`config.mk`:
```
export PLATFORM = sky130hd
export DESIGN_NAME = tx_frame_scheduler_flat
export DESIGN_NICKNAME = d
export VERILOG_FILES = /design/src/rtl/tx_frame_scheduler_if.sv /design/src/rtl/tx_frame_scheduler.sv /design/src/flat_wrapper.sv
export SDC_FILE = /design/constraint.sdc
export NUM_CORES = 1
export LEC_CHECK = 0
export BUFFER_PORTS_ARGS = -buffer_cell sky130_fd_sc_hd__clkbuf_2
export CAP_MARGIN = 20
export CORE_ASPECT_RATIO = 2
export CORE_MARGIN = 3
export CORE_UTILIZATION = 48
export DETAILED_ROUTE_END_ITERATION = 16
export PLACE_DENSITY = 0.82
export SYNTH_ARGS = -nofsm -noshare
export SYNTH_HDL_FRONTEND = slang
export SYNTH_SLANG_ARGS = --single-unit
```
`constraint.sdc`:
```
create_clock -name clock -period 2.2 [get_ports clock]
set_input_delay 0.22 -clock clock [delete_from_list [all_inputs] [get_ports clock]]
set_output_delay 0.22 -clock clock [all_outputs]
set_load 0.02 [all_outputs]
```
`src/rtl/tx_frame_scheduler_if.sv`:
```
// Bus bundle between the frame scheduler and its sources, UART and status observers.
// The scheduler takes the slave side; whoever drives the sources and acks takes master.
interface tx_frame_scheduler_if;
  logic [7:0] game_state_data;
  logic [7:0] target_data;
  logic [7:0] operate_data;
  logic       data_ready;
  logic [7:0] data_send;
  logic       busy;
  logic [2:0] pending;
  logic       timeout_err;
  logic [7:0] sent_count;

  modport slave (
    input  game_state_data, target_data, operate_data, data_ready,
    output data_send, busy, pending, timeout_err, sent_count
  );

  modport master (
    output game_state_data, target_data, operate_data, data_ready,
    input  data_send, busy, pending, timeout_err, sent_count
  );
endinterface

```
`src/rtl/tx_frame_scheduler.sv`:
```
// Serialises three byte sources onto one UART input with change-driven priority scheduling,
// per-byte acknowledge, SEND timeout with resend, and periodic keep-alive refresh.
module tx_frame_scheduler #(
  parameter logic [7:0]  IDLE_BYTE      = 8'h00,
  parameter logic [15:0] REFRESH_CYCLES = 16'd15360,
  parameter logic [15:0] TIMEOUT_CYCLES = 16'd4096
) (
  input logic             clock,
  input logic             reset,
  tx_frame_scheduler_if.slave bus
);

  localparam int unsigned DW   = 8;
  localparam int unsigned NSRC = 3;
  localparam int unsigned CW   = 16;

  typedef enum logic {
    S_IDLE = 1'b0,
    S_SEND = 1'b1
  } state_t;

  state_t                    state_q, state_d;
  logic [DW-1:0]             data_q, data_d;
  logic [NSRC-1:0]           sel_q, sel_d;
  logic [NSRC-1:0]           pending_q, pending_d;
  logic [NSRC-1:0][DW-1:0]   shadow_q;
  logic [DW-1:0]             count_q, count_d;
  logic                      err_q, err_d;
  logic [CW-1:0]             dwell_q, dwell_d;
  logic [CW-1:0]             refresh_q, refresh_d;
  logic                      armed_q;

  logic [NSRC-1:0][DW-1:0]   src;
  logic [NSRC-1:0]           chg;
  logic [NSRC-1:0]           pend_set;
  logic [NSRC-1:0]           pend_clr;

  assign src = {bus.operate_data, bus.target_data, bus.game_state_data};

  // Shadows hold reset values on the first cycle after reset; pending is already all-ones
  // then, so change detection is held off until the shadows have captured real inputs.
  always_comb begin
    chg = '0;
    for (int i = 0; i < int'(NSRC); i++) begin
      chg[i] = armed_q && (src[i] != shadow_q[i]);
    end
  end

  // Next-state and datapath decisions.
  always_comb begin
    state_d   = state_q;
    data_d    = data_q;
    sel_d     = sel_q;
    count_d   = count_q;
    err_d     = err_q;
    dwell_d   = dwell_q;
    refresh_d = '0;
    pend_set  = '0;
    pend_clr  = '0;

    unique case (state_q)
      S_IDLE: begin
        if (pending_q != '0) begin
          state_d = S_SEND;
          dwell_d = '0;
          if (pending_q[0]) begin
            sel_d  = 3'b001;
            data_d = src[0];
          end else if (pending_q[1]) begin
            sel_d  = 3'b010;
            data_d = src[1];
          end else begin
            sel_d  = 3'b100;
            data_d = src[2];
          end
          pend_clr = sel_d;
        end else if (refresh_q == REFRESH_CYCLES - CW'(1)) begin
          pend_set = '1;
        end else begin
          refresh_d = refresh_q + CW'(1);
        end
      end
      S_SEND: begin
        if (bus.data_ready) begin
          count_d = count_q + DW'(1);
          state_d = S_IDLE;
          data_d  = IDLE_BYTE;
        end else if (dwell_q == TIMEOUT_CYCLES - CW'(1)) begin
          err_d    = 1'b1;
          pend_set = sel_q;
          state_d  = S_IDLE;
          data_d   = IDLE_BYTE;
        end else begin
          dwell_d = dwell_q + CW'(1);
        end
      end
      default: state_d = S_IDLE;
    endcase

    // A change landing on the same edge as the clear keeps the bit set.
    pending_d = (pending_q & ~pend_clr) | pend_set | chg;
  end

  always_ff @(posedge clock or posedge reset) begin
    if (reset) begin
      state_q   <= S_IDLE;
      data_q    <= IDLE_BYTE;
      sel_q     <= '0;
      pending_q <= '1;
      shadow_q  <= '0;
      count_q   <= '0;
      err_q     <= 1'b0;
      dwell_q   <= '0;
      refresh_q <= '0;
      armed_q   <= 1'b0;
    end else begin
      state_q   <= state_d;
      data_q    <= data_d;
      sel_q     <= sel_d;
      pending_q <= pending_d;
      shadow_q  <= src;
      count_q   <= count_d;
      err_q     <= err_d;
      dwell_q   <= dwell_d;
      refresh_q <= refresh_d;
      armed_q   <= 1'b1;
    end
  end

  assign bus.data_send   = data_q;
  assign bus.busy        = (state_q == S_SEND);
  assign bus.pending     = pending_q;
  assign bus.timeout_err = err_q;
  assign bus.sent_count  = count_q;

endmodule
```
`src/flat_wrapper.sv`:
```
// flat-port wrapper written by rule: the top's interface ports become plain ports
module tx_frame_scheduler_flat 
#(
  parameter logic [7:0]  IDLE_BYTE      = 8'h00,
  parameter logic [15:0] REFRESH_CYCLES = 16'd15360,
  parameter logic [15:0] TIMEOUT_CYCLES = 16'd4096
)
  (clock, reset, bus_game_state_data, bus_target_data, bus_operate_data, bus_data_ready, bus_data_send, bus_busy, bus_pending, bus_timeout_err, bus_sent_count);
  tx_frame_scheduler_if bus_i ();
  input logic clock;
  input logic reset;
  input wire logic [$bits(bus_i.game_state_data)-1:0] bus_game_state_data;
  input wire logic [$bits(bus_i.target_data)-1:0] bus_target_data;
  input wire logic [$bits(bus_i.operate_data)-1:0] bus_operate_data;
  input wire logic [$bits(bus_i.data_ready)-1:0] bus_data_ready;
  output wire logic [$bits(bus_i.data_send)-1:0] bus_data_send;
  output wire logic [$bits(bus_i.busy)-1:0] bus_busy;
  output wire logic [$bits(bus_i.pending)-1:0] bus_pending;
  output wire logic [$bits(bus_i.timeout_err)-1:0] bus_timeout_err;
  output wire logic [$bits(bus_i.sent_count)-1:0] bus_sent_count;
  assign bus_i.game_state_data = bus_game_state_data;
  assign bus_i.target_data = bus_target_data;
  assign bus_i.operate_data = bus_operate_data;
  assign bus_i.data_ready = bus_data_ready;
  assign bus_data_send = bus_i.data_send;
  assign bus_busy = bus_i.busy;
  assign bus_pending = bus_i.pending;
  assign bus_timeout_err = bus_i.timeout_err;
  assign bus_sent_count = bus_i.sent_count;
  tx_frame_scheduler #(.IDLE_BYTE(IDLE_BYTE), .REFRESH_CYCLES(REFRESH_CYCLES), .TIMEOUT_CYCLES(TIMEOUT_CYCLES)) u_core (.clock(clock), .reset(reset), .bus(bus_i));
endmodule
```
==> qor.txt, run 1 <==
outcome - complete, no violations
Leakage - 0.00191 uW
worst reg-to-reg setup slack - 0.19 ns
predominant post-synthesis flop cell - dfrtp_1
Die X - 68.0 microns
element type at the critical path end - register
Layout area overhead - 20.1%
initial antenna violation count - 0
layout cell share with drive strength beyond 1 - 20.2%
HPWL after DPL - 6310 microns
CP max stage delay - 0.60 ns
starting density of the core - 50.1%
largest net degree at the start of global routing - 37
Setup Buffers After CTS - 0
Syn Inst Count - 340
Peak supply drop - 0.000554 V
final core occ - 60.2%
Final Power - 4610 uW
sequential area share after synthesis - 55.0%
most common cell after layout, fill and taps aside - dfrtp_1
DR vias/cell - 5.88
crit path from - u_core.dwell_q[13]$_DFFE_PP0P_
largest family of logic cells by synthesized area - simple AND/OR/NAND/NOR gates
Cell variety after synth - 44
mux cell area share after synthesis - 1.93%
Compound-Gate Fraction of Synth Area - 11.3%
warnings from Yosys - 0
max_slew headroom - 57.3%
Arr. time, crit path - 2.22 ns
CTS H-tree depth - 3
TritonRoute pass-1 iters - 4
starting DRC count in detailed routing - 267
Post-DP Area - 4100 sq um
Mapped Nets - 370
final worst-path cycle share - 91.2%
# rows - 44
Clk Latency, worst-skew pair - 0.34 ns
commonest non-fill, non-tap cells in the layout - dfrtp_1, clkbuf_2, xnor2_1, nand3_1, nand2_1
Final Wtd Congestion - 0.862
total die area - 8850 sq um
clk_skew - 0.00792 ns
CP max stage cell - or4_4
cell breakdown of the critical path - or4_4, nor4_4, o21ai_2, a221o_1
vias in the first global route - 2947
WP buf/inv - 0
cts repair resizes - 0
Critical Path Fanout Max - 8
CTS tree - done
number of buffers created by CTS - 9
DRC Markers - 0
mean post-synth cell area - 10.9 sq um
Synth Register Bits - 81
CTS Hold Buffers Added - 1
Crit Path Class - reg2reg
clk root buf - clkbuf_16
# diodes - 0
actual slew at the worst max-slew pin - 0.635 ns
HP Class - in2reg
max-slew violations - 0
synthesized area - 3690 sq um
Simple-Gate Fraction of Synth Area - 18.6%
Sum Neg Setup Slack - 0 ns
Tmin final - 2.01 ns
Global Route Usage Sum - 21.3%
routed length per placed instance - 17.2 microns
io pins - 48
# setup viols final - 0
CP top delay family - simple AND/OR/NAND/NOR gates
total routed wirelength - 8560 microns
port bufs - 47
HP Start - bus_operate_data[0]
CP Launch Type - register
buffer depth of the longest clock path - 2
vias post-DR - 2923
antenna viol nets, final - 0
grt ovf - 0
Pwr Density - 1040 nW/um^2
Crit path required time - 2.42 ns
Synth Area in XOR/XNOR - 10.2%
first-pass GRT wire length - 13800 microns
design area - 4440 sq um
clk slew on worst S/H paths - 0.06 ns
Core Region - 7380 sq um
Achievable Freq - 499 MHz
maxcap violations - 0
Hold Fails Final Rpt - 0
Nets - 430
RSZ-0062 raised after global routing - false
Post-synth ARST share - 100%
CTS Sinks - 81
reg2reg start - u_core.dwell_q[13]$_DFFE_PP0P_
Die Height - 130 microns
Post-synth EDFFs - 0
Adder-Cell Fraction of Synth Area - 1.02%
power breakdown:
group	switching, uW	total (uW)	internal [uW]	leakage [uW]
Clock	570	1620	1050	0.000162
Combinational	676	1070	399	0.000716
Sequential	200	1920	1720	0.00104
Total	1450	4610	3160	0.00191
cell usage after synthesis, types with 2 or more instances:
master / number / area [sq um]
or4_1: 8 / 60.1
o21ai_0: 11 / 55.1
o21ai_1: 3 / 15.0
nor2_1: 21 / 78.8
nor4_1: 6 / 37.5
xor2_1: 4 / 35.0
a31oi_1: 2 / 12.5
and4_1: 3 / 26.3
ha_1: 3 / 37.5
or3_1: 5 / 31.3
a21oi_1: 10 / 50.1
a22o_1: 6 / 52.6
clkbuf_1: 8 / 30.0
a221o_1: 3 / 30.0
inv_1: 11 / 41.3
a22oi_1: 4 / 30.0
nand4_1: 14 / 87.6
xnor2_1: 39 / 342
mux2i_1: 6 / 60.1
and2_1: 3 / 18.8
and3_1: 5 / 31.3
nor2b_1: 2 / 12.5
a21o_1: 3 / 22.5
nand3_1: 23 / 115
dfstp_2: 3 / 78.8
nor3_1: 7 / 35.0
nand2_1: 22 / 82.6
o211ai_1: 6 / 45.0
o31ai_1: 7 / 52.6
dfrtp_1: 78 / 1950
final timing paths:
path	end	depth (start not counted)
max reg2reg	u_core.bus.data_send[3]$_DFFE_PP0P_	4
max in group asynchronous	u_core.bus.sent_count[2]$_DFFE_PP0P_	4
min	u_core.shadow_q[16]$_DFF_PP0_	1
min reg2reg	u_core.bus.timeout_err$_DFFE_PP0P_	1
max	u_core.bus.data_send[3]$_DFFE_PP0P_	4
min in group asynchronous	u_core.shadow_q[18]$_DFF_PP0_	3
layout make-up:
cell class / instances / area (sq um)
fillers: 606 / 2940
multi-input cells: 240 / 1590
repair buffers: 57 / 325
clock inverters: 5 / 77.6
inverters: 11 / 45.0
well taps: 92 / 115
clock buffers: 11 / 253
flip-flops and latches: 81 / 2030
layer usage:
layer	vias up	share of wire, %	GRT usage, %	wire, microns
li1	1366	-	-	-
met1	1458	36	20.5	3080
met2	71	56	39.2	4800
met3	28	4.1	5.77	348
met4	0	3.9	11.5	333
met5	-	0	0	0
cells by family (layout without fill, tap and decap cells):
group | Yosys count | after routing
compound gates | 61 | 61
simple gates | 125 | 125
xor+xnor | 43 | 43
fa+ha+maj | 3 | 3
flops | 81 | 81
mux | 7 | 7
other cells | 1 | 1
buf+inv | 19 | 84
per-stage QoR:
stage / setup WS (ns) / hold slack, ns / std cells
finish: 0.194 / 0.0242 / 497
global route: 0.126 / 0.0194 / 497
CTS: 0.196 / 0.0198 / 497
detailed placement: 0.220 / 0.323 / 480
global placement: 0.293 / 0.313 / 480
floorplan: 0.189 / 0.251 / 340
flip-flops by register name (all words and copies together), names as in the netlist:
signal / cells
u_core.bus.sent_count: 8
u_core.bus.data_send: 8
u_core.bus.busy: 1
u_core.armed_q: 1
u_core.shadow_q: 24
u_core.bus.timeout_err: 1
u_core.refresh_q: 16
u_core.bus.pending: 3
u_core.sel_q: 3
u_core.dwell_q: 16
No activity file was read; power rests on OpenSTA's default activity.
==> run 2, diff against run 1 <==
- CAP_MARGIN: 20 -> not set
- PLACE_DENSITY: 0.82 -> 0.79
- clock period: 2.2 -> 2.15 ns (I/O delays scaled with it)
==> run 2 against run 1 <==
Register-to-register slack about the same. Design area is 0.48% higher. Core utilization rose by 0.29 points. Flip-flop and latch count unchanged. Critical path depth is 1 higher. First-iteration DRC count down 25%. Sequential power barely moved. Worst hold slack worse by 0.0040 ns. Largest cell class unchanged. Largest power group unchanged. Highest routed layer unchanged.
==> qor.txt, run 2 (synthesized netlist as in run 1, its figures left out) <==
outcome - complete, no violations
RSZ-0062 raised after global routing - false
CP Launch Type - register
worst reg-to-reg setup slack - 0.20 ns
maxcap violations - 0
cts repair resizes - 0
first-pass GRT wire length - 14000 microns
CP max stage delay - 0.58 ns
most common cell after layout, fill and taps aside - dfrtp_1
cell breakdown of the critical path - or4_4, nor4_4, buf_4, o21ai_1, o211ai_1
DR vias/cell - 5.75
Die Height - 130 microns
clk slew on worst S/H paths - 0.06 ns
total routed wirelength - 8700 microns
Final Power - 4810 uW
starting density of the core - 50.1%
commonest non-fill, non-tap cells in the layout - dfrtp_1, clkbuf_2, xnor2_1, nand3_1, nand2_1
vias post-DR - 2865
number of buffers created by CTS - 9
initial antenna violation count - 0
max reg flops - 24
max_slew headroom - 61.3%
largest register by flop count - u_core.shadow_q
Core Region - 7380 sq um
Filler cells - 606
starting DRC count in detailed routing - 199
Hold Fails Final Rpt - 0
Achievable Freq - 514 MHz
Leakage - 0.00193 uW
Clk Latency, worst-skew pair - 0.34 ns
Die X - 68.0 microns
CTS H-tree depth - 3
HPWL after DPL - 6130 microns
layout cell share with drive strength beyond 1 - 20.4%
max-slew violations - 0
buffer depth of the longest clock path - 2
CP max stage cell - or4_4
routed length per placed instance - 17.5 microns
Layout area overhead - 20.7%
Peak supply drop - 0.000402 V
Crit Path Class - reg2reg
Final Wtd Congestion - 0.840
Largest regs - u_core.shadow_q: 24 flops, u_core.dwell_q: 16 flops, u_core.refresh_q: 16 flops
actual slew at the worst max-slew pin - 0.581 ns
clk_skew - 0.00566 ns
element type at the critical path end - register
Global Route Usage Sum - 21.4%
DRC Markers - 0
io pins - 48
total die area - 8850 sq um
HP Class - in2reg
# diodes - 0
vias in the first global route - 3035
largest net degree at the start of global routing - 42
final core occ - 60.5%
Tmin final - 1.95 ns
antenna viol nets, final - 0
CTS Sinks - 81
# setup viols final - 0
Arr. time, crit path - 2.19 ns
Crit path required time - 2.40 ns
TritonRoute pass-1 iters - 4
# rows - 44
CTS tree - done
final worst-path cycle share - 90.5%
Critical Path Fanout Max - 9
Sum Neg Setup Slack - 0 ns
clk root buf - clkbuf_16
Pwr Density - 1080 nW/um^2
grt ovf - 0
Nets - 431
port bufs - 47
## run 2: cell types whose count changed in the layout (fill, tap and decap cells not counted), sizes merged
| cell | change |
|---|---|
| clkbuf | -1 |
| bufinv | +1 |
| clkinvlp | -1 |
| clkinv | +1 |
| buf | +1 |
## run 2: where the power goes
group,switching (uW),internal [uW],leakage (uW)
registers,189,1750,0.00104
clock network,602,1160,0.000172
logic,697,413,0.000721
total,1490,3330,0.00193
## run 2: worst paths after layout
check / startpoint / endpoint / depth (start not counted)
max in group asynchronous: reset / u_core.bus.pending[2]$_DFF_PP1_ / 4
worst max-delay path: u_core.dwell_q[13]$_DFFE_PP0P_ / u_core.dwell_q[8]$_DFFE_PP0P_ / 5
worst max register to register: u_core.dwell_q[13]$_DFFE_PP0P_ / u_core.dwell_q[8]$_DFFE_PP0P_ / 5
worst min register to register: u_core.bus.timeout_err$_DFFE_PP0P_ / u_core.bus.timeout_err$_DFFE_PP0P_ / 1
worst min-delay path: bus_target_data[0] / u_core.shadow_q[8]$_DFF_PP0_ / 1
min in group asynchronous: reset / u_core.refresh_q[12]$_DFF_PP0_ / 3
## run 2: layout make-up
type	instances	area, sq um	area share (%)
clock buffers	10	239	5.36
clock inverters	6	105	2.36
inverters	11	45.0	1.01
multi-input cells	240	1590	35.7
flip-flops and latches	81	2030	45.5
well taps	92	115	2.58
repair buffers	58	333	7.46
## run 2: worst max-delay path, delay by kind of cell, from the launching register on
family / cells / cell delay (ns)
AO/OA/AOI/OAI: 2 / 0.40
flip-flops: 1 / 0.41
buffers and inverters: 1 / 0.21
AND/OR/NAND/NOR: 2 / 0.84
## run 2: through the flow
stage	instance area (sq um)	std cells	hold WS [ns]	setup slack (ns)
final	4460	498	0.0202	0.205
after floorplan	3700	340	0.246	0.139
after global routing	4460	498	0.0195	0.123
after CTS	4460	498	0.0143	0.203
after detailed placement	4110	481	0.218	0.230
after global placement	4110	481	0.214	0.256
## run 2: per-layer routing
layer / vias to the layer above / share of wire, % / GRT usage (%)
li1: 1358 / - / -
met1: 1411 / 37 / 21.9
met2: 71 / 56 / 38.7
met5: - / 0 / 0
met4: 0 / 3.2 / 12.8
met3: 25 / 3.9 / 3.88
## run 2: timing repair
| action | in CTS | in global routing |
|---|---|---|
| hold buffers | 1 | 0 |
| hold endpoints to repair | 16 | 0 |
| buffers inserted | 0 | 0 |
